### config.mk
export PLATFORM = sky130hd
export DESIGN_NAME = mux_cfg_loader
export DESIGN_NICKNAME = d
export VERILOG_FILES = /design/src/rtl/mux_cfg_loader.sv
export SDC_FILE = /design/constraint.sdc
export NUM_CORES = 1
export LEC_CHECK = 0
export BUFFER_PORTS_ARGS = -buffer_cell sky130_fd_sc_hd__buf_2
export CAP_MARGIN = 5
export CELL_PAD_IN_SITES_DETAIL_PLACEMENT = 0
export CELL_PAD_IN_SITES_GLOBAL_PLACEMENT = 2
export CORE_UTILIZATION = 36
export DETAILED_ROUTE_END_ITERATION = 6
export GPL_ROUTABILITY_DRIVEN = 0
export PLACE_DENSITY = 0.8
export SKIP_CTS_REPAIR_TIMING = 1
export SLEW_MARGIN = 10
export SYNTH_ARGS = -nofsm -noshare
export SYNTH_HDL_FRONTEND = slang
export SYNTH_SLANG_ARGS = --single-unit
### constraint.sdc
create_clock -name prog_clk -period 6.1 [get_ports prog_clk]
set_clock_uncertainty 0.05 [all_clocks]
set_input_delay 0.915 -clock prog_clk [delete_from_list [all_inputs] [get_ports prog_clk]]
set_output_delay 0.915 -clock prog_clk [all_outputs]
set_load 0.01 [all_outputs]
### src/rtl/mux_cfg_loader.sv
// Configuration-chain loader: accepts bitstream words over valid/ready and
// shifts them MSB-first into the routing-mux config flip-flop chain.
module mux_cfg_loader #(
  parameter int CHAIN_LEN = 1024,
  parameter int WORD_W    = 8,
  localparam int CNT_W    = $clog2(CHAIN_LEN + 1)
) (
  input  logic              prog_clk,
  input  logic              pReset_n,
  input  logic              start,
  input  logic              abort,
  input  logic [WORD_W-1:0] cfg_data,
  input  logic              cfg_valid,
  output logic              cfg_ready,
  output logic              ccff_head,
  output logic              shift_en,
  output logic              busy,
  output logic              done,
  output logic              error,
  output logic [CNT_W-1:0]  bit_count
);

  localparam int WC_W = $clog2(WORD_W + 1);
  localparam logic [CNT_W-1:0] LAST_BIT  = CNT_W'(CHAIN_LEN);
  localparam logic [WC_W-1:0]  LAST_WBIT = WC_W'(WORD_W);

  typedef enum logic [1:0] {IDLE, WAIT_WORD, SHIFT, DONE} state_t;

  state_t             state, state_nx;
  logic [WORD_W-1:0]  shreg, shreg_nx;
  logic [WC_W-1:0]    wcnt, wcnt_nx;
  logic [CNT_W-1:0]   cnt, cnt_nx;
  logic               done_r, done_nx;
  logic               err_r, err_nx;

  always_ff @(posedge prog_clk or negedge pReset_n) begin
    if (!pReset_n) begin
      state  <= IDLE;
      shreg  <= '0;
      wcnt   <= '0;
      cnt    <= '0;
      done_r <= 1'b0;
      err_r  <= 1'b0;
    end else begin
      state  <= state_nx;
      shreg  <= shreg_nx;
      wcnt   <= wcnt_nx;
      cnt    <= cnt_nx;
      done_r <= done_nx;
      err_r  <= err_nx;
    end
  end

  always_comb begin
    state_nx = state;
    shreg_nx = shreg;
    wcnt_nx  = wcnt;
    cnt_nx   = cnt;
    done_nx  = done_r;
    err_nx   = err_r;
    case (state)
      IDLE, DONE: begin
        if (start) begin
          cnt_nx   = '0;
          done_nx  = 1'b0;
          err_nx   = 1'b0;
          state_nx = WAIT_WORD;
        end else begin
          state_nx = IDLE;
        end
      end
      WAIT_WORD: begin
        if (start) err_nx = 1'b1;
        if (abort) begin
          err_nx   = 1'b1;
          state_nx = IDLE;
        end else if (cfg_valid) begin
          shreg_nx = cfg_data;
          wcnt_nx  = '0;
          state_nx = SHIFT;
        end
      end
      SHIFT: begin
        if (start) err_nx = 1'b1;
        if (abort) begin
          err_nx   = 1'b1;
          state_nx = IDLE;
        end else begin
          shreg_nx = shreg << 1;
          wcnt_nx  = wcnt + 1'b1;
          if (cnt != LAST_BIT) cnt_nx = cnt + 1'b1;
          // done is raised on the final shift edge so it is visible while in DONE
          if (cnt + 1'b1 == LAST_BIT) begin
            done_nx  = 1'b1;
            state_nx = DONE;
          end else if (wcnt + 1'b1 == LAST_WBIT) begin
            state_nx = WAIT_WORD;
          end
        end
      end
      default: state_nx = IDLE;
    endcase
  end

  assign cfg_ready = (state == WAIT_WORD);
  assign busy      = (state == WAIT_WORD) || (state == SHIFT);
  assign shift_en  = (state == SHIFT);
  assign ccff_head = shift_en && shreg[WORD_W-1];
  assign done      = done_r;
  assign error     = err_r;
  assign bit_count = cnt;

endmodule

==> flow_metrics.env, run 1 <==
export IMPL_status="finished clean"
export IMPL_antenna_found_initial=0
export IMPL_dieWidth_um=72.53
export IMPL_grt_total_usage=0.1680
export IMPL_clock_fmax_ghz=0.4074
export IMPL_place_ws_ns=3.685
export IMPL_cts_root_buf="clkbuf_8"
export IMPL_grt_pass1_vias=1427
export IMPL_synth_async_sr_flop_share=1.000
export IMPL_holdWs_ns=0.4391
export IMPL_synthFlopType="dfrtp_1"
export IMPL_grt_pass1_wl_um=6872
export IMPL_postSynthRegisterBits=27
export IMPL_synth_cell_types=47
export IMPL_crit_chain="inv_1 > ha_1 > buf_4 > and2_1 > buf_2"
export IMPL_portBuffers=29
export IMPL_fin_setup_tns_ns=0
export IMPL_via_per_inst=5.042
export IMPL_ant_nets=0
export IMPL_reg2reg_slack_ns=3.83
export IMPL_critPathMaxStageDelay_ns=0.41
export IMPL_yosys_warnings=0
export IMPL_fin_crit_sh=0.4024
export IMPL_nets=239
export IMPL_first_pass_iters=4
export IMPL_via_count=1442
export IMPL_drive_gt1_frac=0.2237
export IMPL_rsz0062_at_grt="no"
export IMPL_ir_drop_mv=0.09242
export IMPL_io_pins=30
export IMPL_netlist_top_cells_area="dfrtp_1 (38%), o21ai_0 (6.4%), nand2_1 (5.7%), a22o_1 (4.4%), ha_1 (4.2%)"
export IMPL_syn_area_mm2=0.001790
export IMPL_yosys_area_top_type="dfrtp_1"
export IMPL_synth_top_area_frac=0.3774
export IMPL_slowest_stage="dfrtp_1"
export IMPL_hold_viol_final=0
export IMPL_syn_area_per_cell_um2=8.997
export IMPL_setup_ws_ns=3.645
export IMPL_cts_tree="built"
export IMPL_drt_iter0_drc=75
export IMPL_worstSetupPathType="reg -> out"
export IMPL_antenna_cells=0
export IMPL_syn_nets=218
export IMPL_cellLeakagePower_nw=0.8810
export IMPL_reg2reg_depth=7
export IMPL_std_cell_rows=25
export IMPL_relSlewSlack=0.5967
export IMPL_finalCriticalPeriod_ns=2.455
export IMPL_clock_latency_ns=0.27
export IMPL_wl_per_cell_um=13.72
export IMPL_clk_pin_slew_worst_paths_ns=0.10
export IMPL_grt_max_degree=28
export IMPL_die_y_um=72.53
export IMPL_h_tree_depth=1
export IMPL_cp_end_kind="output port"
export IMPL_tightest_slew_ns=0.6049
export IMPL_wl_um=3925
export IMPL_start_util=0.3766
export IMPL_cap_violations=0
export IMPL_clockBufferDepth=2
export IMPL_hold_class="reg -> reg"
export IMPL_cts_made_buffers=3
export IMPL_die_area_mm2=0.005260
export IMPL_drv_slew=0
export IMPL_syn_to_final_growth_pct=10.13
export IMPL_arrival_ns=1.49
export IMPL_core_area_mm2=0.004755
export IMPL_cts_sinks=27
export IMPL_setup_viol=0
export IMPL_fin_util=0.4147
export IMPL_overflow=0
export IMPL_hold_path_cell_count=2
export IMPL_synth_edf_count=0
export IMPL_yosysSeqAreaShare=0.3774
export IMPL_cp_start_kind="flip-flop"
export IMPL_synthCells=199
export IMPL_worstPathRequired_ns=5.13
export IMPL_dpl_hpwl_um=2842
export IMPL_cp_max_fo=25
export IMPL_drc=0
export IMPL_p_per_area_mw_per_mm2=247.2
==> cells in the final DEF, fill, tap and decap left out, types with 4 or more instances in the layout <==
master    instances
or2_2             4
o21ai_0          23
nand4_1           5
ha_1              6
nand2_1          27
nand2b_1          5
mux2i_1           7
a22o_1            9
inv_1             9
buf_2            29
dfrtp_1          27
nand3_1           5
nor2_1           11
==> flip-flops by register name, indices dropped and copies added, names as in the netlist <==
| register | flops |
|---|---|
| error | 1 |
| done | 1 |
| shreg | 8 |
| state | 2 |
| wcnt | 4 |
| bit_count | 11 |
==> area by class of cell <==
cell class	count	area, um^2
well taps	67	83.83
inverters	9	33.78
multi-input cells	149	979.7
flip-flops and latches	27	675.6
fillers	492	2783
clock inverters	1	5.005
repair buffers	30	152.6
clock buffers	3	41.29
==> routing by layer <==
metal	GRT usage	vias up	part of all wire
li1	-	743	-
met1	0.2277	679	0.49
met2	0.2814	18	0.48
met3	0.02222	2	0.026
met4	0.04575	0	0.0064
met5	0	-	0
==> kinds of logic (layout without fill, tap and decap cells) <==
group,count (synthesis),count (layout),synth area share
buf+inv,23,43,0.07547
fa+ha+maj,6,6,0.04193
mux,10,10,0.05940
simple gates,77,77,0.2278
xor+xnor,5,5,0.02446
compound gates,51,51,0.1936
flops,27,27,0.3774
==> worst max-delay path: cells and delay by family (launching register included) <==
kind | cells | cell delay (ns)
and+or+nand+nor | 1 | 0.18
buffers and inverters | 3 | 0.49
adders and majority gates | 1 | 0.13
DFF | 1 | 0.41
==> per-stage QoR <==
step	instance area [um^2]	total power, mW	instances
after floorplan	1790	0.3553	199
after CTS	1972	0.4954	286
after global routing	1972	0.5304	286
after detailed placement	1926	0.3900	282
final	1972	0.4875	286
after global placement	1926	0.3836	282
==> synthesized netlist by cell type, types with 2 or more instances <==
library cell	n
a211oi_1	2
a21oi_1	2
a22o_1	9
and2_1	3
and3b_1	2
buf_2	3
buf_6	6
clkbuf_1	5
dfrtp_1	27
ha_1	6
inv_1	9
mux2_2	2
mux2i_1	7
nand2_1	27
nand2b_1	5
nand3_1	5
nand4_1	5
nor2_1	11
nor2b_1	3
nor3_1	2
o21ai_0	23
o21ai_1	3
or2_2	4
or3_1	2
xnor2_1	3
xor2_1	2
==> final timing paths <==
path | start | end
setup / recovery | state[0] | ccff_head
hold / removal | shreg[7] | shreg[7]
setup reg to reg | state[0] | bit_count[8]
hold reg to reg | shreg[7] | shreg[7]
max in group asynchronous | pReset_n | bit_count[9]
min in group asynchronous | pReset_n | wcnt[1]
==> power by group <==
part / total, mW / leakage, nW / switching, mW / internal, mW
clock: 0.104 / 0.0255 / 0.0577 / 0.0458
combinational: 0.149 / 0.495 / 0.0923 / 0.0566
sequential: 0.235 / 0.361 / 0.0215 / 0.213
total: 0.487 / 0.881 / 0.172 / 0.316
No activity file was read; power rests on OpenSTA's default activity.
==> run 2, diff against run 1 <==
--- a/config.mk
+++ b/config.mk
@@ -9,10 +9,10 @@
 export CAP_MARGIN = 5
 export CELL_PAD_IN_SITES_DETAIL_PLACEMENT = 0
 export CELL_PAD_IN_SITES_GLOBAL_PLACEMENT = 2
-export CORE_UTILIZATION = 36
+export CORE_UTILIZATION = 34
 export DETAILED_ROUTE_END_ITERATION = 6
 export GPL_ROUTABILITY_DRIVEN = 0
-export PLACE_DENSITY = 0.8
+export PLACE_DENSITY = 0.76
 export SKIP_CTS_REPAIR_TIMING = 1
 export SLEW_MARGIN = 10
 export SYNTH_ARGS = -nofsm -noshare
==> constraint.sdc (replaced) <==
create_clock -name prog_clk -period 2.45 [get_ports prog_clk]
set_clock_uncertainty 0.05 [all_clocks]
set_input_delay 0.3675 -clock prog_clk [delete_from_list [all_inputs] [get_ports prog_clk]]
set_output_delay 0.3675 -clock prog_clk [all_outputs]
set_load 0.01 [all_outputs]
==> flow_metrics.env, run 2 (same netlist as run 1, synthesis figures left out) <==
export IMPL_dpl_hpwl_um=2968
export IMPL_dpl_cell_count=287
export IMPL_worstPathRequired_ns=2.63
export IMPL_cp_max_fo=18
export IMPL_io_pins=30
export IMPL_std_cell_rows=26
export IMPL_regArea_um2=675.6
export IMPL_clk_pin_slew_worst_paths_ns=0.10
export IMPL_nets=241
export IMPL_grt_pass1_vias=1349
export IMPL_multi_input_area_um2=979.7
export IMPL_crit_path_end="bit_count[10]"
export IMPL_clock_fmax_ghz=0.4489
export IMPL_setup_viol=0
export IMPL_ant_nets=0
export IMPL_start_util=0.3528
export IMPL_drc=0
export IMPL_holdWs_ns=0.02880
export IMPL_portBuffers=29
export IMPL_cap_violations=0
export IMPL_via_count=1511
export IMPL_overflow=0
export IMPL_finalCriticalPeriod_ns=2.228
export IMPL_drv_slew=0
export IMPL_first_pass_iters=4
export IMPL_grt_max_degree=28
export IMPL_finalNonFillerCells=291
export IMPL_cts_made_buffers=3
export IMPL_relSlewSlack=0.5902
export IMPL_antenna_cells=0
export IMPL_reg2reg_to="bit_count[10]"
export IMPL_core_area_mm2=0.005075
export IMPL_via_per_inst=5.192
export IMPL_hold_class="in -> async"
export IMPL_cellLeakagePower_nw=0.8870
export IMPL_most_common_layout_cells="buf_2 (29), nand2_1 (27), dfrtp_1 (27), o21ai_0 (23), nor2_1 (11)"
export IMPL_cts_sinks=27
export IMPL_die_area_mm2=0.005560
export IMPL_reg2reg_slack_ns=0.22
export IMPL_arrival_ns=2.40
export IMPL_wl_um=3955
export IMPL_slowest_stage="dfrtp_1"
export IMPL_fin_crit_sh=0.9092
export IMPL_final_common_cell="buf_2"
export IMPL_clock_latency_ns=0.28
export IMPL_clockBufferDepth=2
export IMPL_p_per_area_mw_per_mm2=618.3
export IMPL_cp_top_family="compound AO/OA/AOI/OAI gates"
export IMPL_worstSetupPathType="reg -> reg"
export IMPL_crit_chain="inv_1 > ha_1 > nor2b_4 > a211o_1 > a41o_2 > o41ai_1 > a22o_1"
export IMPL_startpoint="state[0]"
export IMPL_rsz0062_at_grt="no"
export IMPL_worstSetupPathDepth=7
export IMPL_syn_to_final_growth_pct=11.32
export IMPL_cts_tree="built"
export IMPL_timing_rr_start="state[0]"
export IMPL_drive_gt1_frac=0.2308
export IMPL_cts_root_buf="clkbuf_8"
export IMPL_status="finished clean"
export IMPL_largest_reg_flops=11
export IMPL_die_y_um=74.57
export IMPL_ir_drop_mv=0.2900
export IMPL_cp_end_kind="flip-flop"
export IMPL_reg2reg_depth=7
export IMPL_wl_per_cell_um=13.59
export IMPL_grt_total_usage=0.1571
export IMPL_drt_iter0_drc=49
export IMPL_grt_pass1_wl_um=6603
export IMPL_critical_path_buf_inv_count=1
export IMPL_h_tree_depth=1
export IMPL_tightest_slew_ns=0.6147
export IMPL_n_fill_cell=537
export IMPL_hold_viol_final=0
export IMPL_cp_start_kind="flip-flop"
export IMPL_antenna_found_initial=0
export IMPL_dieWidth_um=74.57
export IMPL_fin_setup_tns_ns=0
export IMPL_critPathMaxStageDelay_ns=0.39
## run 2: changes by cell type in the layout (fill, tap and decap cells not counted)
cell / before / now
buf_4: 1 / 3
clkinv_2: 1 / 0
clkinvlp_4: 0 / 1
## run 2: worst min path at each step
stage / from / end / depth (start not counted)
final: pReset_n / state[0] / 1
after global routing: pReset_n / error / 1
after CTS: pReset_n / bit_count[1] / 1
after detailed placement: pReset_n / state[1] / 1
after global placement: pReset_n / state[0] / 1
after floorplan: pReset_n / bit_count[0] / 0
## run 2: stage by stage
| stage | total power, mW | utilization | instance area (um^2) | setup WS [ns] |
|---|---|---|---|---|
| floorplan | 0.8846 | - | 1790 | 0.4212 |
| global placement | 0.9598 | 0.3831 | 1944 | 0.3081 |
| detailed placement | 0.9758 | 0.3831 | 1944 | 0.2304 |
| CTS | 1.249 | 0.3928 | 1993 | 0.2004 |
| global route | 1.328 | 0.3928 | 1993 | 0.05581 |
| finish | 1.232 | 0.3928 | 1993 | 0.2225 |
## run 2: final cells by class
class,count,area share
multi-input combinational,149,0.4915
sequential,27,0.3390
timing repair buffer,32,0.08412
tap,70,0.04394
clock buffer,3,0.02072
inverter,9,0.01695
clock inverter,1,0.003766
## run 2: worst reg2reg max path: stages (launching register included)
cell and delay, ns:
dfrtp_1 0.39, inv_1 0.05, ha_1 0.39, nor2b_4 0.17, a211o_1 0.30, a41o_2 0.36
o41ai_1 0.29, a22o_1 0.17
## run 2: where the power goes
part	switching (mW)	internal [mW]
Sequential	0.0554	0.531
Combinational	0.225	0.149
Clock	0.156	0.116
Total	0.436	0.796
## run 2: routing by layer
metal  vias up  track usage  routed length [um]
met3         5      0.02033                 110
met1       725       0.2108                1941
met4         0      0.06499                  58
li1        748            -                   -
met5         -            0                   0
met2        33       0.2553                1845
==> run 3, diff against run 2 <==
==> constraint.sdc (replaced) <==
create_clock -name prog_clk -period 2.2 [get_ports prog_clk]
set_clock_uncertainty 0.05 [all_clocks]
set_input_delay 0.33 -clock prog_clk [delete_from_list [all_inputs] [get_ports prog_clk]]
set_output_delay 0.33 -clock prog_clk [all_outputs]
set_load 0.01 [all_outputs]
==> flow_metrics.env, run 3 (same netlist as run 1, synthesis figures left out) <==
export IMPL_dpl_hpwl_um=2953
export IMPL_clock_fmax_ghz=0.4721
export IMPL_critPathMaxStageDelay_ns=0.37
export IMPL_wl_um=4106
export IMPL_io_pins=30
export IMPL_via_count=1457
export IMPL_setup_viol=0
export IMPL_cp_start_kind="flip-flop"
export IMPL_start_util=0.3528
export IMPL_clockBufferDepth=2
export IMPL_grt_pass1_vias=1384
export IMPL_arrival_ns=2.28
export IMPL_cts_sinks=27
export IMPL_drc=0
export IMPL_status="finished clean"
export IMPL_cp_end_kind="flip-flop"
export IMPL_most_common_layout_cells="buf_2 (29), nand2_1 (27), dfrtp_1 (27), o21ai_0 (23), nor2_1 (11)"
export IMPL_tightest_slew_ns=0.6417
export IMPL_antenna_found_initial=0
export IMPL_cellLeakagePower_nw=0.9096
export IMPL_drt_iter0_drc=48
export IMPL_fin_crit_sh=0.9628
export IMPL_rsz0062_at_grt="no"
export IMPL_dieWidth_um=74.57
export IMPL_hold_class="in -> async"
export IMPL_die_y_um=74.57
export IMPL_drive_gt1_frac=0.2455
export IMPL_worstSetupPathType="reg -> reg"
export IMPL_grt_max_degree=28
export IMPL_cts_root_buf="clkbuf_8"
export IMPL_cts_tree="built"
export IMPL_die_area_mm2=0.005560
export IMPL_grt_pass1_wl_um=6624
export IMPL_ir_drop_mv=0.2603
export IMPL_setup_ws_ns=0.08190
export IMPL_cp_max_fo=18
export IMPL_cap_violations=0
export IMPL_clk_pin_slew_worst_paths_ns=0.10
export IMPL_ant_nets=0
export IMPL_relSlewSlack=0.5722
export IMPL_fin_util=0.4014
export IMPL_wl_per_cell_um=13.97
export IMPL_clock_latency_ns=0.28
export IMPL_core_area_mm2=0.005075
export IMPL_h_tree_depth=1
export IMPL_worstPathRequired_ns=2.36
export IMPL_overflow=0
export IMPL_hold_viol_final=0
export IMPL_first_pass_iters=4
export IMPL_p_per_area_mw_per_mm2=697.4
export IMPL_finalCriticalPeriod_ns=2.118
export IMPL_largest_reg_flops=11
export IMPL_grt_total_usage=0.1609
export IMPL_drv_slew=0
export IMPL_antenna_cells=0
export IMPL_place_ws_ns=0.03674
export IMPL_final_common_cell="buf_2"
export IMPL_std_cell_rows=26
export IMPL_cts_made_buffers=3
export IMPL_via_per_inst=4.956
export IMPL_nets=244
export IMPL_syn_to_final_growth_pct=13.77
export IMPL_slowest_stage="dfrtp_1"
export IMPL_crit_chain="inv_1 > ha_1 > nor2b_4 > a211o_1 > a41o_4 > or2_1 > o21ai_1"
export IMPL_portBuffers=29
[run 3: cell types whose count changed in the layout (fill, tap and decap cells not counted)]
cell / change
buf_6: +1
a41o_2: -1
buf_4: +2
o41ai_2: +1
a41o_4: +1
o41ai_1: -1
[run 3: layout make-up]
cell class	instances	area, um^2
Multi-Input combinational cell	149	997.2
Timing Repair Buffer	35	193.9
Inverter	9	33.78
Clock buffer	3	41.29
Tap cell	70	87.58
Clock inverter	1	7.507
Sequential cell	27	675.6
Fill cell	546	3038
[run 3: path summary, 6_finish.rpt]
path                       cells after the start   startpoint  slack, ns      endpoint
max reg2reg                                    7     state[0]       0.08  bit_count[8]
min                                            1     pReset_n      0.008      state[0]
max                                            7     state[0]       0.08  bit_count[8]
max in group asynchronous                      1     pReset_n       1.67      shreg[0]
min reg2reg                                    2     shreg[4]       0.45      shreg[4]
min in group prog_clk                          3  cfg_data[0]       0.26      shreg[0]
[run 3: per-stage QoR]
step	area (um^2)	setup TNS (ns)	hold WS, ns	std cells	total power [mW]
4_1_cts	2008	-0.007788	0.03069	293	1.418
6_report	2037	0	0.008439	294	1.421
3_5_place_dp	1959	0	0.3468	289	1.104
5_1_grt	2037	0	0.04376	294	1.533
2_1_floorplan	1790	0	-0.01559	199	0.9852
3_3_place_gp	1959	0	0.3399	289	1.084
[run 3: where the power goes]
part	total, mW	internal [mW]	switching (mW)
clock	0.301	0.129	0.172
sequential	0.652	0.592	0.0604
combinational	0.468	0.196	0.271
[run 3: critical path: cells and delay by family (launching register included)]
family / cells / cell delay (ns)
adders and majority gates: 1 / 0.35
and+or+nand+nor: 2 / 0.42
DFF: 1 / 0.37
buffers and inverters: 1 / 0.05
AOI/OAI and AO/OA: 3 / 0.80
[run 3: metal layers]
layer  routed length (um)  vias to the layer above  share of wire  global-route usage
met1                 1960                      668           0.48              0.2086
li1                     -                      751              -                   -
met3                  129                        6          0.031             0.02033
met5                    0                        -              0                   0
met2                 1939                       32           0.47              0.2683
met4                   76                        0          0.019             0.07128
